**src/rtl/m_dm_ctrl_if.sv**
```systemverilog
`default_nettype none
// ============================================================================
//  Module      : m_dm_ctrl_if
//  Description : Bundle of M-stage request/response signals between the
//                pipeline, the data-memory controller and the memory port.
//                slave  : the controller (receives Addr/WD/types, mem_ack,
//                         mem_rdata; drives Stall, RD, exceptions, mem_*)
//                master : the pipeline/memory side (opposite directions)
//  Revision    : 1.0  initial release
// ============================================================================
interface m_dm_ctrl_if;
    logic [31:0] Addr;
    logic [31:0] WD;
    logic [2:0]  DMReadEN;
    logic [2:0]  DMWriteEN;
    logic        Stall;
    logic [31:0] RD;
    logic        Exc_AdEL;
    logic        Exc_AdES;
    logic        Exc_BusErr;
    logic        mem_req;
    logic        mem_we;
    logic [31:0] mem_addr;
    logic [3:0]  mem_be;
    logic [31:0] mem_wdata;
    logic        mem_ack;
    logic [31:0] mem_rdata;

    modport slave (
        input  Addr, WD, DMReadEN, DMWriteEN, mem_ack, mem_rdata,
        output Stall, RD, Exc_AdEL, Exc_AdES, Exc_BusErr,
        output mem_req, mem_we, mem_addr, mem_be, mem_wdata
    );

    modport master (
        output Addr, WD, DMReadEN, DMWriteEN, mem_ack, mem_rdata,
        input  Stall, RD, Exc_AdEL, Exc_AdES, Exc_BusErr,
        input  mem_req, mem_we, mem_addr, mem_be, mem_wdata
    );
endinterface
`default_nettype wire

```
**src/rtl/m_dm_ctrl.sv**
```systemverilog
`default_nettype none
// ============================================================================
//  Module      : m_dm_ctrl
//  Description : M-stage data-memory controller. Turns a load/store request
//                into a single registered memory transaction, stalls the
//                pipeline while it is outstanding, and returns the
//                sign-extended load result in RD during a one-cycle DONE
//                state. Misaligned accesses raise Exc_AdEL/Exc_AdES without
//                touching memory.
//  Ports       : clk      - clock, rising edge
//                reset_n  - asynchronous active-low reset
//                bus      - m_dm_ctrl_if.slave (pipeline + memory signals)
//  Parameters  : TIMEOUT  - BUSY cycles without mem_ack before bus error
//  Options     : M_DM_CTRL_TIMEOUT_EN - enables the BUSY timeout counter and
//                Exc_BusErr; when undefined BUSY waits forever and
//                Exc_BusErr is tied low.
//  Revision    : 1.0  initial release
// ============================================================================
module m_dm_ctrl #(
    parameter int TIMEOUT = 16
) (
    input  wire logic     clk,
    input  wire logic     reset_n,
    m_dm_ctrl_if.slave    bus
);

    localparam logic [1:0] S_IDLE  = 2'd0;
    localparam logic [1:0] S_BUSY  = 2'd1;
    localparam logic [1:0] S_DONE  = 2'd2;

    localparam logic [1:0] SZ_WORD = 2'd0;
    localparam logic [1:0] SZ_HALF = 2'd1;
    localparam logic [1:0] SZ_BYTE = 2'd2;

    logic [1:0]  r_state;
    logic [1:0]  r_size;
    logic [1:0]  r_lane;
    logic        r_is_load;
    logic [31:0] r_rd;

    logic        w_is_write;
    logic        w_is_read;
    logic [2:0]  w_code;
    logic [1:0]  w_size;
    logic        w_misalign;
    logic        w_idle;
    logic        w_start;
    logic [3:0]  w_be;
    logic [31:0] w_wdata;
    logic [15:0] w_half;
    logic [7:0]  w_byte;
    logic [31:0] w_load_val;

    // Request decode. A store takes priority; the load code is then ignored.
    always_comb begin
        w_is_write = |bus.DMWriteEN;
        w_is_read  = !w_is_write && (|bus.DMReadEN);
        w_code     = w_is_write ? bus.DMWriteEN : bus.DMReadEN;
        case (w_code)
            3'b010:  w_size = SZ_HALF;
            3'b011:  w_size = SZ_BYTE;
            default: w_size = SZ_WORD;
        endcase
        w_misalign = ((w_size == SZ_WORD) && (|bus.Addr[1:0])) ||
                     ((w_size == SZ_HALF) && bus.Addr[0]);
        w_idle     = (r_state == S_IDLE);
        w_start    = w_idle && (w_is_write || w_is_read) && !w_misalign;

        // Loads always fetch the whole word; lanes are picked on return.
        w_be    = 4'b1111;
        w_wdata = bus.WD;
        if (w_is_write) begin
            case (w_size)
                SZ_HALF: begin
                    w_be    = bus.Addr[1] ? 4'b1100 : 4'b0011;
                    w_wdata = {2{bus.WD[15:0]}};
                end
                SZ_BYTE: begin
                    w_be    = 4'b0001 << bus.Addr[1:0];
                    w_wdata = {4{bus.WD[7:0]}};
                end
                default: begin
                    w_be    = 4'b1111;
                    w_wdata = bus.WD;
                end
            endcase
        end
    end

    // Lane selection and sign extension of the returned word.
    always_comb begin
        w_half = r_lane[1] ? bus.mem_rdata[31:16] : bus.mem_rdata[15:0];
        case (r_lane)
            2'd0:    w_byte = bus.mem_rdata[7:0];
            2'd1:    w_byte = bus.mem_rdata[15:8];
            2'd2:    w_byte = bus.mem_rdata[23:16];
            default: w_byte = bus.mem_rdata[31:24];
        endcase
        case (r_size)
            SZ_HALF: w_load_val = {{16{w_half[15]}}, w_half};
            SZ_BYTE: w_load_val = {{24{w_byte[7]}}, w_byte};
            default: w_load_val = bus.mem_rdata;
        endcase
    end

    // Combinational outputs: decoded from the current inputs while IDLE, so
    // they also track the inputs while reset holds the state in IDLE.
    assign bus.Stall    = w_start || (r_state == S_BUSY);
    assign bus.Exc_AdEL = w_idle && w_is_read  && w_misalign;
    assign bus.Exc_AdES = w_idle && w_is_write && w_misalign;
    assign bus.RD       = r_rd;

`ifdef M_DM_CTRL_TIMEOUT_EN
    localparam int CNT_W = (TIMEOUT > 1) ? $clog2(TIMEOUT) : 1;
    logic [CNT_W-1:0] r_cnt;
    logic             r_buserr;
    assign bus.Exc_BusErr = r_buserr;
`else
    assign bus.Exc_BusErr = 1'b0;
`endif

    always_ff @(posedge clk or negedge reset_n) begin
        if (!reset_n) begin
            r_state       <= S_IDLE;
            bus.mem_req   <= 1'b0;
            bus.mem_we    <= 1'b0;
            bus.mem_be    <= 4'b0000;
            bus.mem_addr  <= 32'd0;
            bus.mem_wdata <= 32'd0;
            r_rd          <= 32'd0;
            r_size        <= SZ_WORD;
            r_lane        <= 2'd0;
            r_is_load     <= 1'b0;
`ifdef M_DM_CTRL_TIMEOUT_EN
            r_cnt         <= '0;
            r_buserr      <= 1'b0;
`endif
        end else begin
            case (r_state)
                S_IDLE: begin
                    if (w_start) begin
                        r_state       <= S_BUSY;
                        bus.mem_req   <= 1'b1;
                        bus.mem_we    <= w_is_write;
                        bus.mem_be    <= w_be;
                        bus.mem_addr  <= {bus.Addr[31:2], 2'b00};
                        bus.mem_wdata <= w_wdata;
                        r_size        <= w_size;
                        r_lane        <= bus.Addr[1:0];
                        r_is_load     <= w_is_read;
`ifdef M_DM_CTRL_TIMEOUT_EN
                        r_cnt         <= '0;
                        r_buserr      <= 1'b0;
`endif
                    end
                end
                S_BUSY: begin
                    // An ack in the same cycle as the timeout wins.
                    if (bus.mem_ack) begin
                        r_state     <= S_DONE;
                        bus.mem_req <= 1'b0;
                        if (r_is_load) begin
                            r_rd <= w_load_val;
                        end
`ifdef M_DM_CTRL_TIMEOUT_EN
                        r_buserr    <= 1'b0;
                    end else if (r_cnt == CNT_W'(TIMEOUT - 1)) begin
                        r_state     <= S_DONE;
                        bus.mem_req <= 1'b0;
                        r_buserr    <= 1'b1;
                        r_rd        <= 32'd0;
                    end else begin
                        r_cnt       <= r_cnt + CNT_W'(1);
`endif
                    end
                end
                S_DONE: begin
                    r_state <= S_IDLE;
                end
                default: begin
                    r_state <= S_IDLE;
                end
            endcase
        end
    end

endmodule
`default_nettype wire

```
**src/flat_wrapper.sv**
```systemverilog
// flat-port wrapper written by rule: the top's interface ports become plain ports
module m_dm_ctrl_flat 
#(
    parameter int TIMEOUT = 16
)
  (clk, reset_n, bus_Addr, bus_WD, bus_DMReadEN, bus_DMWriteEN, bus_mem_ack, bus_mem_rdata, bus_Stall, bus_RD, bus_Exc_AdEL, bus_Exc_AdES, bus_Exc_BusErr, bus_mem_req, bus_mem_we, bus_mem_addr, bus_mem_be, bus_mem_wdata);
  m_dm_ctrl_if bus_i ();
  input  wire logic clk;
  input  wire logic reset_n;
  input wire logic [$bits(bus_i.Addr)-1:0] bus_Addr;
  input wire logic [$bits(bus_i.WD)-1:0] bus_WD;
  input wire logic [$bits(bus_i.DMReadEN)-1:0] bus_DMReadEN;
  input wire logic [$bits(bus_i.DMWriteEN)-1:0] bus_DMWriteEN;
  input wire logic [$bits(bus_i.mem_ack)-1:0] bus_mem_ack;
  input wire logic [$bits(bus_i.mem_rdata)-1:0] bus_mem_rdata;
  output wire logic [$bits(bus_i.Stall)-1:0] bus_Stall;
  output wire logic [$bits(bus_i.RD)-1:0] bus_RD;
  output wire logic [$bits(bus_i.Exc_AdEL)-1:0] bus_Exc_AdEL;
  output wire logic [$bits(bus_i.Exc_AdES)-1:0] bus_Exc_AdES;
  output wire logic [$bits(bus_i.Exc_BusErr)-1:0] bus_Exc_BusErr;
  output wire logic [$bits(bus_i.mem_req)-1:0] bus_mem_req;
  output wire logic [$bits(bus_i.mem_we)-1:0] bus_mem_we;
  output wire logic [$bits(bus_i.mem_addr)-1:0] bus_mem_addr;
  output wire logic [$bits(bus_i.mem_be)-1:0] bus_mem_be;
  output wire logic [$bits(bus_i.mem_wdata)-1:0] bus_mem_wdata;
  assign bus_i.Addr = bus_Addr;
  assign bus_i.WD = bus_WD;
  assign bus_i.DMReadEN = bus_DMReadEN;
  assign bus_i.DMWriteEN = bus_DMWriteEN;
  assign bus_i.mem_ack = bus_mem_ack;
  assign bus_i.mem_rdata = bus_mem_rdata;
  assign bus_Stall = bus_i.Stall;
  assign bus_RD = bus_i.RD;
  assign bus_Exc_AdEL = bus_i.Exc_AdEL;
  assign bus_Exc_AdES = bus_i.Exc_AdES;
  assign bus_Exc_BusErr = bus_i.Exc_BusErr;
  assign bus_mem_req = bus_i.mem_req;
  assign bus_mem_we = bus_i.mem_we;
  assign bus_mem_addr = bus_i.mem_addr;
  assign bus_mem_be = bus_i.mem_be;
  assign bus_mem_wdata = bus_i.mem_wdata;
  m_dm_ctrl #(.TIMEOUT(TIMEOUT)) u_core (.clk(clk), .reset_n(reset_n), .bus(bus_i));
endmodule
```
**config.mk**
```make
export PLATFORM = sky130hd
export DESIGN_NAME = m_dm_ctrl_flat
export DESIGN_NICKNAME = d
export VERILOG_FILES = /design/src/rtl/m_dm_ctrl_if.sv /design/src/rtl/m_dm_ctrl.sv /design/src/flat_wrapper.sv
export SDC_FILE = /design/constraint.sdc
export NUM_CORES = 1
export LEC_CHECK = 0
export BUFFER_PORTS_ARGS = -buffer_cell sky130_fd_sc_hd__buf_4
export CORE_MARGIN = 2
export CORE_UTILIZATION = 46
export CTS_BUF_LIST = sky130_fd_sc_hd__clkbuf_4
export DETAILED_ROUTE_END_ITERATION = 8
export PLACE_DENSITY_LB_ADDON = 0.3
export SYNTH_ARGS = -nofsm -noshare
export SYNTH_HDL_FRONTEND = slang
export SYNTH_SLANG_ARGS = --single-unit
```
**constraint.sdc**
```tcl
create_clock -name clk -period 3.1 [get_ports clk]
set_input_delay 0.62 -clock clk [delete_from_list [all_inputs] [get_ports clk]]
set_output_delay 0.62 -clock clk [all_outputs]
set_load 0.005 [all_outputs]
```
# --- Yosys cells after proc, flatten, opt, wreduce, memory -nomap -nowiden ---
# Cells that the tools add are included.
totals:
  ff_bits: 107
  input_bits: 105
  out_inout_bits: 106
op_classes:
  eq_ne: 11
  shifts: 1
  muxes: 16
  n_reduce_logical: 25
op_table:
  columns: ["op", "count"]
  rows:
  - ["32-bit case mux with 2 select lines", 2]
  - ["32-bit two-way mux", 1]
  - ["8-bit case mux with 3 select lines", 1]
  - ["16-bit two-way mux", 1]
  - ["1-bit logical AND", 9]
  - ["2-bit by 1-bit == test with 1-bit output (second input constant)", 4]
  - ["4-bit two-way mux", 2]
  - ["2-bit case mux with 2 select lines", 2]
  - ["4-bit case mux with 2 select lines", 1]
  - ["2-bit == test (second input constant)", 3]
  - ["3-bit by 2-bit == test with 1-bit output (second input constant)", 2]
  - ["2-bit zero test", 3]
  - ["3-bit AND reduction", 2]
  - ["3-bit OR reduction", 2]
  - ["2-bit two-way mux", 2]
  - ["2-bit != test (second input constant)", 2]
  - ["2-bit AND reduction", 2]
  - ["1-bit by 2-bit left shift with 4-bit output (first input constant)", 1]
  - ["1-bit logical OR", 3]
  - ["3-bit two-way mux", 1]
  - ["1-bit zero test", 2]
  - ["1-bit two-way mux", 2]
  - ["1-bit case mux with 2 select lines", 1]
  - ["2-bit nonzero test", 1]
  - ["2-bit OR reduction", 1]

# --- Depth between registers and ports, before layout ---
# Gate-level depths: netlist (run 1).
logic_depth:
  depth_word: 11
  depth_mapped: 11
  depth_no_buf: 9

# --- Least setup slack after synthesis (run 1) ---
# No wires, ideal clock.
synth_path:
  path_kind: "in2out"
  start: "input port bus_DMWriteEN[1]"
  end: "output port bus_Stall"
  arrival_ns: 2.407
  slack_ns: 0.073
  cell_stages: 9
  n_path_buf: 2
  cell_sequence: "or4_1 > a21o_1 > ha_1 > o21ai_1 > nand3_2 > a21oi_2 > buf_6 > buf_6 > or2_1"
synth_between:
  elab_chain_cells: 10
synth_lines:
  columns: ["item", "line", "text"]
  rows:
  - ["start, declared", "flat_wrapper.sv:13", "input wire logic [$bits(bus_i.DMWriteEN)-1:0] bus_DMWriteEN;"]
  - ["3-bit OR reduction", "m_dm_ctrl.sv:56", "w_is_write = |bus.DMWriteEN;"]
  - ["3-bit two-way mux", "m_dm_ctrl.sv:58", "w_code = w_is_write ? bus.DMWriteEN : bus.DMReadEN;"]
  - ["3-bit by 2-bit == test with 1-bit output", "m_dm_ctrl.sv:59", "case (w_code)"]
  - ["2-bit case mux with 2 select lines", "m_dm_ctrl.sv:59", null]
  - ["2-bit by 1-bit == test with 1-bit output / 2-bit zero test (equally long branches)", "m_dm_ctrl.sv:65, m_dm_ctrl.sv:64", null]
  - ["1-bit logical AND, on equally long branches", "m_dm_ctrl.sv:65, m_dm_ctrl.sv:64", null]
  - ["1-bit logical OR", "m_dm_ctrl.sv:64", "w_misalign = ((w_size == SZ_WORD) && (|bus.Addr[1:0])) ||"]
  - ["1-bit zero test", "m_dm_ctrl.sv:67", "w_start = w_idle && (w_is_write || w_is_read) && !w_misalign;"]
  - ["1-bit logical AND *", "m_dm_ctrl.sv:67", null]
  - ["1-bit logical OR *", "m_dm_ctrl.sv:108", "assign bus.Stall = w_start || (r_state == S_BUSY);"]
  - ["end, declared", "flat_wrapper.sv:16", "output wire logic [$bits(bus_i.Stall)-1:0] bus_Stall;"]
# Every way passes the cells marked *; elsewhere a longest branch is shown, timed or not.

# --- Worst setup path after layout (run 1) ---
# Ends and elaborated chain as after synthesis.

==> results of run 1 <==
==> cell type report <==
class                           instances  area share, %
Clock buffer                           10           1.05
Clock inverter                          6           1.12
Inverter                               26           1.37
Multi-Input combinational cell        305           32.5
Sequential cell                       107           37.5
Tap cell                              143           2.50
Timing Repair Buffer                  222           24.0
==> synthesized netlist by cell type, drive strengths merged, types with 2 or more instances <==
cell type,instances
nand2,45
a21oi,31
inv,25
clkbuf,15
nand2b,2
and2,2
a211oi,7
a22oi,8
or2,2
dfrtp,107
a21o,3
o211ai,7
a211o,2
nor3,4
o22ai,4
nand3,9
o21ai,55
ha,6
mux2i,18
nor2,22
a221o,7
buf,19
mux2,60
==> layer usage <==
metal  vias up  routed length [um]
li1       2040                   -
met2       191                6850
met3        25                1110
met1      2131                5880
met4         0                 316
met5         -                   0
==> power by group through the flow <==
stage                     registers, mW  logic, mW  clock network (mW)
final                              2.54       2.74               0.790
after global routing               2.64       2.96               0.855
after detailed placement           2.55       2.78                   0
after global placement             2.54       2.70                   0
after floorplan                    2.50       1.40                   0
after CTS                          2.54       2.77               0.810
==> worst max-delay path: stages <==
cell	delay (ps)
buf_4	130
or4_1	520
a21o_1	250
ha_1	220
o21ai_1	120
nand3_2	140
a21oi_4	160
or2_1	120
buf_4	100
==> cells by family after synthesis <==
family / after synthesis / synth area share [%]
other: 1 / 0.0701
adder cells (fa/ha/maj): 6 / 1.40
buffers and inverters: 60 / 6.78
flip-flops: 107 / 50.1
multiplexers: 78 / 19.5
AND/OR/NAND/NOR: 92 / 7.86
AO/OA/AOI/OAI: 126 / 14.3
==> repair_timing <==
action | CTS | global route
resized for setup | 0 | 0
setup endpoints to repair | 0 | 1
hold buffers | 0 | 0
buffers inserted | 0 | 1
==> flip-flops by register name, indices dropped and copies added (netlist names) <==
register	flops
u_core.bus.mem_be	4
u_core.bus.mem_addr	30
u_core.bus.mem_we	1
u_core.bus.mem_req	1
u_core.bus.RD	32
u_core.r_is_load	1
u_core.bus.mem_wdata	32
u_core.r_lane	2
u_core.r_state	2
u_core.r_size	2
==> worst min path at each step <==
stage / endpoint / slack [ps] / depth (start not counted)
after CTS: u_core.bus.RD[15] / 150 / 1
after global routing: u_core.bus.mem_addr[8] / 170 / 1
after floorplan: u_core.bus.RD[0] / 320 / 0
final: u_core.bus.RD[29] / 150 / 1
after detailed placement: u_core.bus.RD[11] / 490 / 2
after global placement: u_core.bus.RD[11] / 480 / 2
==> key figures, run 1 <==
Run status
  • Status: complete, no violations

GRT
  • GR Util met3: between 5 and 6%
  • Largest net degree at the start of global routing: 60
  • GRT Max-Usage Layer: met2
  • Vias in the first global route: approximately 4300
  • Met2 Usage GRT: ~37%
  • Initial antenna violation count: 0
  • Gr usage total: between 20 and 25%
  • GRT Residual Overflow: 0
  • GR Util met1: between 20 and 30%
  • First-pass GRT wire length: between 20 and 25 mm

Synthesis
  • Area contributors post-synth: dfrtp_1 (50%), mux2_4 (14%), o21ai_0 (4.7%), mux2i_1 (3.4%), nand2_1 (3.1%)
  • Mapped Avg Cell Area: around 11 sq um
  • Synth top area share: 50.1%
  • Yosys warns: 0
  • Cell area after synthesis: roughly 5300 sq um
  • Ys async rst share: 100%
  • Primary FF master, synth: dfrtp_1
  • Flops & latches, synth: about 110
  • EDFF count, synth: 0
  • Yosys top cell by area: dfrtp_1
  • Distinct cells, synth: 45
  • Seq/Total Area, Yosys: 50.1%
  • Cells after Synth: 470

Clock tree
  • Root Driver: clkbuf_4
  • CTS buffer count: 9
  • Later-pin clock latency in the skew report: 480 ps
  • CTS max path bufs: 2
  • CTS tree: yes
  • Clock Pin Slew Worst Setup and Hold Paths: roughly 150 ps
  • Clock sink count: about 110
  • H-tree levels: 3

Floorplan
  • Num rows: 39
  • Die width: around 110 um
  • I/O pins: around 210
  • Total die area: between 10000 and 15000 sq um
  • Die Height: around 110 um
  • Initial Util: ~47%
  • Core region area: roughly 11000 sq um

Cells and area
  • Multi-input logic area: 2320 sq um
  • Fin util: 62.9%
  • Final Cell Area: 7150 sq um
  • Commonest non-fill, non-tap cell in the layout: buf_4
  • Fill cells: 944
  • Commonest non-fill, non-tap cells in the layout: buf_4 (218), dfrtp_1 (107), o21ai_0 (50), mux2_4 (50), nand2_1 (44)
  • Ant diodes: 0
  • Final cell count without fillers: 819
  • Synth-to-layout area growth: 33.7%
  • Layout Nets: 782
  • Proportion of layout cells with a drive suffix above 1: 45.1%
  • FF/Latch Area: around 2700 sq um

Power
  • Combinational share of power: 45.2%
  • Sw Pwr: about 2.0 mW
  • Clock share of power: 13.0%
  • Pwr/cell area: about 850 nW/um^2
  • Sequential power share: a little over two fifths
  • Pint: 4.11 mW
  • Tot Pwr: ~6.1 mW
  • Switch share: 32.3%
  • P_leak: 3.47 nW
  • Worst vdd ir: between 0.4 and 0.5 mV

Timing
  • Worst slew pin tran: between 800 and 900 ps
  • Pins Over Slew Limit: 0
  • Relative slew slack: 44.2%
  • # setup viols final: 0
  • Setup ws final: just under 100 ps
  • Fin crit share: 96.8%
  • Hold Worst Slack: roughly 150 ps
  • Final TNS setup: 0 ps
  • Unrepaired setup endpoints after global routing: no
  • Clock period minus final worst setup slack: around 3000 ps
  • Hold Violations, Final: 0
  • Clock Skews: 19.5 ps
  • Max Clk Rate: about 330 MHz

Worst setup path
  • R2R Setup Slk: about 850 ps
  • Cells on worst reg2reg path: 4
  • Worst Setup EP: bus_Stall
  • WP data required: around 2500 ps
  • CP max FO: 5
  • Crit end category: output pin
  • Critical Path Source Type: input pin
  • Worst Path Arrival: 2380 ps
  • RR Startpoint: u_core.r_lane[1]
  • Crit Path Category: input pin to output pin
  • Critical Path Start: bus_DMWriteEN[1]
  • Reg2reg end: u_core.bus.RD[21]

Route
  • Initial DRC count: 366
  • Drt drc: 0
  • DRT Pass-1 Iters: 5
  • Routed len/inst: 17.3 um
  • Post-DRT Antenna Nets: 0
  • Via-to-Cell Ratio: approximately 5.4
  • Final wirelength: 14.2 mm
  • Total number of vias: roughly 4400

Placement
  • DP HPWL: 10.7 mm
  • Post-DP Area: 6990 sq um
  • Dpl cells: about 800
  • RePlAce Congestion: 0.823
  • IO Port Bufs: a little over 200
  • Pre-CTS WS: between 6 and 7 ps

Hold path
  • Hold WC Path Type: input pin to asynchronous set/reset pin

Run
  • Max_cap viols: 0
No activity file was read; power rests on OpenSTA's default activity.
==> inputs of run 2 (changes only) <==
--- a/config.mk
+++ b/config.mk
@@ -6,7 +6,6 @@
 export NUM_CORES = 1
 export LEC_CHECK = 0
 export BUFFER_PORTS_ARGS = -buffer_cell sky130_fd_sc_hd__buf_4
-export CORE_MARGIN = 2
 export CORE_UTILIZATION = 46
 export CTS_BUF_LIST = sky130_fd_sc_hd__clkbuf_4
 export DETAILED_ROUTE_END_ITERATION = 8
==> run 2 against run 1 <==
Compared with the run above: clock power down 13%; cell count up 0.37%; global-route usage up 0.85 points; count of clock-buffer cells in the layout down 1; critical path depth unchanged; design area down 0.28%; wire length down 0.13%; die area down 3.5%; largest power group unchanged; highest routed layer unchanged.
==> key figures, run 2 (synthesis results as in run 1) <==
Clock tree
  • Root Driver: clkbuf_4
  • CTS Hold Bufs: 0
  • Later-pin clock latency in the skew report: ~450 ps
  • H-tree levels: 3
  • CTS tree: yes
  • Clock Pin Slew Worst Setup and Hold Paths: ~160 ps
  • CTS buffer count: 9
  • Clock sink count: between 100 and 150
  • CTS max path bufs: 2

Power
  • Combinational share of power: 46.1%
  • Pwr/cell area: ~840 nW/um^2
  • Clock share of power: 11.5%
  • Pint: 4.02 mW
  • Sequential power share: between 40% and 50%
  • Worst vdd ir: 0.387 mV
  • Sw Pwr: just under 2 mW
  • Switch share: 32.7%
  • P_leak: ~3.5 nW

Worst setup path
  • Critical Path Source Type: input pin
  • Worst Path Arrival: between 2000 and 2500 ps
  • Stages on worst setup path: 9
  • CP bufs+invs: 2
  • WP data required: 2480 ps
  • CP top delay family: simple AND/OR/NAND/NOR gates
  • Max stage delay on crit path: 530 ps
  • CP max FO: 5
  • Crit Path Category: input pin to output pin
  • Cells on worst reg2reg path: 4
  • R2R Setup Slk: between 800 and 900 ps
  • Critical Path Start: bus_DMWriteEN[1]
  • Crit end category: output pin
  • Worst Setup EP: bus_Stall
  • RR Startpoint: u_core.r_lane[1]
  • Reg2reg end: u_core.bus.RD[19]
  • CP dominant cell by count: buf_4
  • Slowest cell on crit path: or4_1
  • Critical path cell sequence: buf_4 -> or4_1 -> a21o_4 -> ha_1 -> nand2_1 -> nand3_2 -> a21oi_4 -> or2_1 -> buf_4

Timing
  • # setup viols final: 0
  • Fin crit share: between 90% and 100%
  • Hold Violations, Final: 0
  • Unrepaired setup endpoints after global routing: no
  • Pins Over Slew Limit: 0
  • Hold Worst Slack: ~250 ps
  • Clock period minus final worst setup slack: around 3000 ps
  • Max Clk Rate: about 340 MHz
  • Relative slew slack: slightly above 40%
  • Final TNS setup: 0 ps
  • Clock Skews: between 10 and 15 ps
  • Worst slew pin tran: approximately 880 ps

Placement
  • Dpl cells: between 800 and 900
  • IO Port Bufs: a little over 200
  • DP HPWL: between 10 and 15 mm
  • RePlAce Congestion: around 0.85

Run status
  • Status: complete, no violations

Floorplan
  • Die Height: 110 um
  • Num rows: 39
  • Total die area: 12100 sq um
  • Core region area: approximately 11000 sq um
  • Initial Util: around 47%
  • Die width: 110 um
  • I/O pins: about 210

Route
  • Initial DRC count: about 280
  • Final wirelength: 14.2 mm
  • Via-to-Cell Ratio: between 5 and 6
  • Routed len/inst: between 15 and 20 um
  • Detail Route met3 WL: approximately 1.1 mm
  • DR WL met2: between 6 and 7 mm
  • Highest routing layer actually used: met4
  • Metal-1 WL: slightly below 6 mm
  • DRT Pass-1 Iters: 5
  • Drt drc: 0
  • Post-DRT Antenna Nets: 0
  • Total number of vias: between 4000 and 5000

GRT
  • First-pass GRT wire length: between 20 and 25 mm
  • Vias in the first global route: approximately 4300
  • Initial antenna violation count: 0
  • GRT Residual Overflow: 0
  • Largest net degree at the start of global routing: 70
  • Gr usage total: between 20% and 30%

Cells and area
  • Commonest non-fill, non-tap cells in the layout: buf_4 (223), dfrtp_1 (107), o21ai_0 (50), mux2_4 (50), nand2_1 (44)
  • Layout Nets: 785
  • Ant diodes: 0
  • Synth-to-layout area growth: 33.3%
  • Fin util: between 60% and 70%
  • Proportion of layout cells with a drive suffix above 1: between 40% and 50%
  • Commonest non-fill, non-tap cell in the layout: buf_4
  • Fill cells: 928
  • Final cell count without fillers: a little over 800

Run
  • Max_cap viols: 0

Hold path
  • Hold WC Path Type: input pin to asynchronous set/reset pin
[run 2: power groups by stage]
stage               registers (mW)  logic, mW  clock network (mW)
CTS                           2.54       2.77               0.711
floorplan                     2.50       1.40                   0
detailed placement            2.55       2.77                   0
global placement              2.53       2.68                   0
finish                        2.54       2.75               0.685
global route                  2.63       3.00               0.774
[run 2: stage by stage]
step | instance area (sq um) | worst slack (ps) | power (mW)
final | 7130 | 126 | 5.97
after floorplan | 5360 | 73.4 | 3.90
after detailed placement | 6980 | -47.5 | 5.32
after global routing | 7130 | 45.5 | 6.41
after CTS | 7110 | 11.3 | 6.02
after global placement | 6980 | 52.4 | 5.22
[run 2: how the worst min path moves through the flow]
stage	start	cells past startpoint	endpoint	slack (ps)
global route	reset_n	1	u_core.bus.RD[3]	300
floorplan	reset_n	0	u_core.bus.RD[0]	320
detailed placement	u_core.bus.RD[8]	2	u_core.bus.RD[8]	480
global placement	u_core.bus.RD[11]	2	u_core.bus.RD[11]	480
CTS	reset_n	1	u_core.bus.mem_addr[22]	270
finish	reset_n	1	u_core.bus.RD[25]	250
[run 2: area by class of cell]
cell class                      count  area, sq um  area share [%]
Tap cell                          143          179            2.51
Timing Repair Buffer              225         1710            24.0
Clock buffer                        9         67.6           0.948
Sequential cell                   107         2680            37.6
Multi-Input combinational cell    305         2330            32.7
Clock inverter                      7         58.8           0.825
Inverter                           26         97.6            1.37
[run 2: timing repair]
action,4_1_cts,5_1_grt
setup buffers,0,1
resized for setup,0,2
hold endpoints to repair,0,0
endpoints found under the setup margin,0,1
[run 2: metal layers]
metal  up-vias  global-route usage [%]
li1       2042                       -
met1      2136                    30.1
met2       198                    37.7
met3        23                    5.69
met4         0                    8.76
met5         -                       0
==> inputs of run 3 (changes only) <==
--- a/config.mk
+++ b/config.mk
@@ -5,6 +5,7 @@
 export SDC_FILE = /design/constraint.sdc
 export NUM_CORES = 1
 export LEC_CHECK = 0
+export ABC_AREA = 1
 export BUFFER_PORTS_ARGS = -buffer_cell sky130_fd_sc_hd__buf_4
 export CORE_UTILIZATION = 46
 export CTS_BUF_LIST = sky130_fd_sc_hd__clkbuf_4
==> run 3 against run 2 <==
Compared with the run above: maximum frequency increased by 5.1%; cell count rose by 31%; clock skew rose by 7.4 ps; global-route usage grew 0.97 points; non-clock buffer count decreased by 9; die area rose by 1.4%; area after synthesis rose by 1.4%; core utilization fell by 0.22 points; first-iteration DRC count rose by 67%.
==> key figures, run 3 <==
Cells and area
  • Commonest non-fill, non-tap cell in the layout: nand2_1
  • Layout Nets: between 1000 and 1500
  • Commonest non-fill, non-tap cells in the layout: nand2_1 (386), buf_4 (214), dfrtp_1 (107)
  • Final Cell Area: a little over 7000 sq um
  • Ant diodes: 0
  • FF/Latch Area: 2680 sq um
  • Final cell count without fillers: 1079
  • Synth-to-layout area growth: 32.1%
  • Proportion of layout cells with a drive suffix above 1: about 27%
  • Fill cells: 1064
  • Multi-input logic area: ~2300 sq um
  • Fin util: roughly 62%

GRT
  • GRT Residual Overflow: 0
  • Vias in the first global route: 4840
  • Initial antenna violation count: 0
  • First-pass GRT wire length: between 20 and 25 mm
  • Gr usage total: about a quarter
  • Largest net degree at the start of global routing: 74

Clock tree
  • Clock sink count: approximately 110
  • # Post-CTS Setup Buffers: 0
  • H-tree levels: 3
  • CTS max path bufs: 2
  • Clock Pin Slew Worst Setup and Hold Paths: 180 ps
  • Later-pin clock latency in the skew report: between 400 and 500 ps
  • Post-cts resize count: 0
  • Root Driver: clkbuf_4
  • CTS buffer count: 9
  • CTS Hold Bufs: 0
  • CTS tree: yes

Synthesis
  • Synth top area share: between 40% and 50%
  • Area contributors post-synth: dfrtp_1 (49%), nand2_1 (27%), a21oi_1 (4.5%), inv_1 (3.5%), o21ai_1 (2.1%)
  • Seq/Total Area, Yosys: approximately half
  • Cells after Synth: between 700 and 800
  • Top-count cell post-synth: nand2_1
  • Synth cell count leaders: nand2_1 (386), dfrtp_1 (107), inv_1 (51)
  • Primary FF master, synth: dfrtp_1
  • Cell area after synthesis: ~5400 sq um
  • EDFF count, synth: 0
  • Mapped Avg Cell Area: between 7 and 8 sq um
  • Distinct cells, synth: 25
  • Yosys warns: 0
  • Ys async rst share: 100%
  • Flops & latches, synth: between 100 and 150
  • Yosys top cell by area: dfrtp_1

Timing
  • Relative slew slack: approximately half
  • Clock period minus final worst setup slack: 2830 ps
  • Max Clk Rate: around 350 MHz
  • Setup ws final: roughly 270 ps
  • Final TNS setup: 0 ps
  • Unrepaired setup endpoints after global routing: no
  • Hold Violations, Final: 0
  • Clock Skews: slightly above 20 ps
  • Pins Over Slew Limit: 0
  • # setup viols final: 0
  • Fin crit share: 91.3%
  • Worst slew pin tran: roughly 750 ps

Hold path
  • Hold WC Path Type: input pin to asynchronous set/reset pin

Route
  • Drt drc: 0
  • Initial DRC count: approximately 460
  • Final wirelength: about 15 mm
  • DRT Pass-1 Iters: 5
  • Via-to-Cell Ratio: slightly below 5
  • Routed len/inst: 13.5 um
  • Post-DRT Antenna Nets: 0
  • Total number of vias: roughly 5200

Placement
  • Post-DP Area: roughly 7000 sq um
  • Pre-CTS WS: approximately 260 ps
  • IO Port Bufs: approximately 210
  • Dpl cells: ~1100
  • RePlAce Congestion: around 0.86
  • DP HPWL: 10.4 mm

Run status
  • Status: complete, no violations

Worst setup path
  • WP data required: 2480 ps
  • CP max FO: 5
  • CP top delay family: simple AND/OR/NAND/NOR gates
  • Crit end category: output pin
  • Crit Path Category: input pin to output pin
  • R2R Setup Slk: between 1000 and 1500 ps
  • Worst Path Arrival: about 2200 ps
  • RR Startpoint: u_core.r_size[0]
  • Critical Path Source Type: input pin
  • Max stage delay on crit path: 270 ps
  • Critical path cell sequence: buf_4 -> inv_2 -> nand2_1 -> o21ai_0 -> inv_1 -> nand2_1 -> inv_1 -> ha_1 -> nand2_1 -> nand3_1 -> nor2_4 -> inv_2 -> nand2_1 -> buf_4
  • Slowest cell on crit path: o21ai_0
  • Critical Path Start: bus_DMWriteEN[1]
  • CP bufs+invs: 6
  • CP dominant cell by count: nand2_1

Run
  • Max_cap viols: 0

Floorplan
  • Die width: about 110 um
  • I/O pins: roughly 210
  • Total die area: between 10000 and 15000 sq um
  • Num rows: 39
  • Die Height: between 100 and 150 um
  • Core region area: approximately 11000 sq um
  • Initial Util: a little under half

Power
  • P_leak: 4.11 nW
  • Worst vdd ir: approximately 0.46 mV
  • Pwr/cell area: just over 800 nW/um^2
==> run 3: routing by layer <==
layer  vias to the layer above  global-route usage (%)  wire length [um]
met5                         -                       0                 0
met1                      2368                    33.8              6640
met4                         0                    8.44               279
met2                       198                    38.1              6710
met3                        21                    4.45               925
li1                       2650                       -                 -
==> run 3: report_power, final <==
part	switching, mW	internal [mW]	leakage (nW)
sequential	0.417	2.06	1.31
combinational	1.25	1.35	2.72
clock	0.504	0.259	0.0828
==> run 3: layout make-up <==
type / count / area share (%)
clock inverters: 7 / 1.13
inverters: 57 / 2.99
clock buffers: 9 / 0.943
flip-flops and latches: 107 / 37.4
well taps: 143 / 2.50
repair buffers: 216 / 23.0
multi-input cells: 540 / 32.1
==> run 3: worst paths after layout <==
check                                          endpoint  cells past startpoint
worst max-delay path                          bus_Stall                     14
worst min-delay path             u_core.bus.mem_addr[6]                      1
worst max register to register         u_core.bus.RD[6]                      8
worst min register to register  u_core.bus.mem_addr[13]                      2
max in group asynchronous             u_core.bus.RD[23]                      2
min in group clk                      u_core.r_state[0]                      2
==> run 3: per-stage QoR <==
step	hold slack, ps	power (mW)
2_1_floorplan	324	3.68
3_3_place_gp	454	5.05
3_5_place_dp	459	5.13
4_1_cts	61.1	5.89
5_1_grt	72.9	6.31
6_report	67.8	5.85
==> run 3: cell families after synthesis <==
group	count (synthesis)	synth area share [%]
DFF	107	49.4
and+or+nand+nor	434	31.5
adders and majority gates	6	1.38
other	1	0.0692
AOI/OAI and AO/OA	97	9.28
buffers and inverters	97	8.35
==> run 3: worst reg2reg max path, delay by kind of cell, from the launching register on <==
kind,cells,cell delay (ps)
adders and majority gates,1,290
DFF,1,400
and+or+nand+nor,2,200
buffers and inverters,2,360
AOI/OAI and AO/OA,3,620
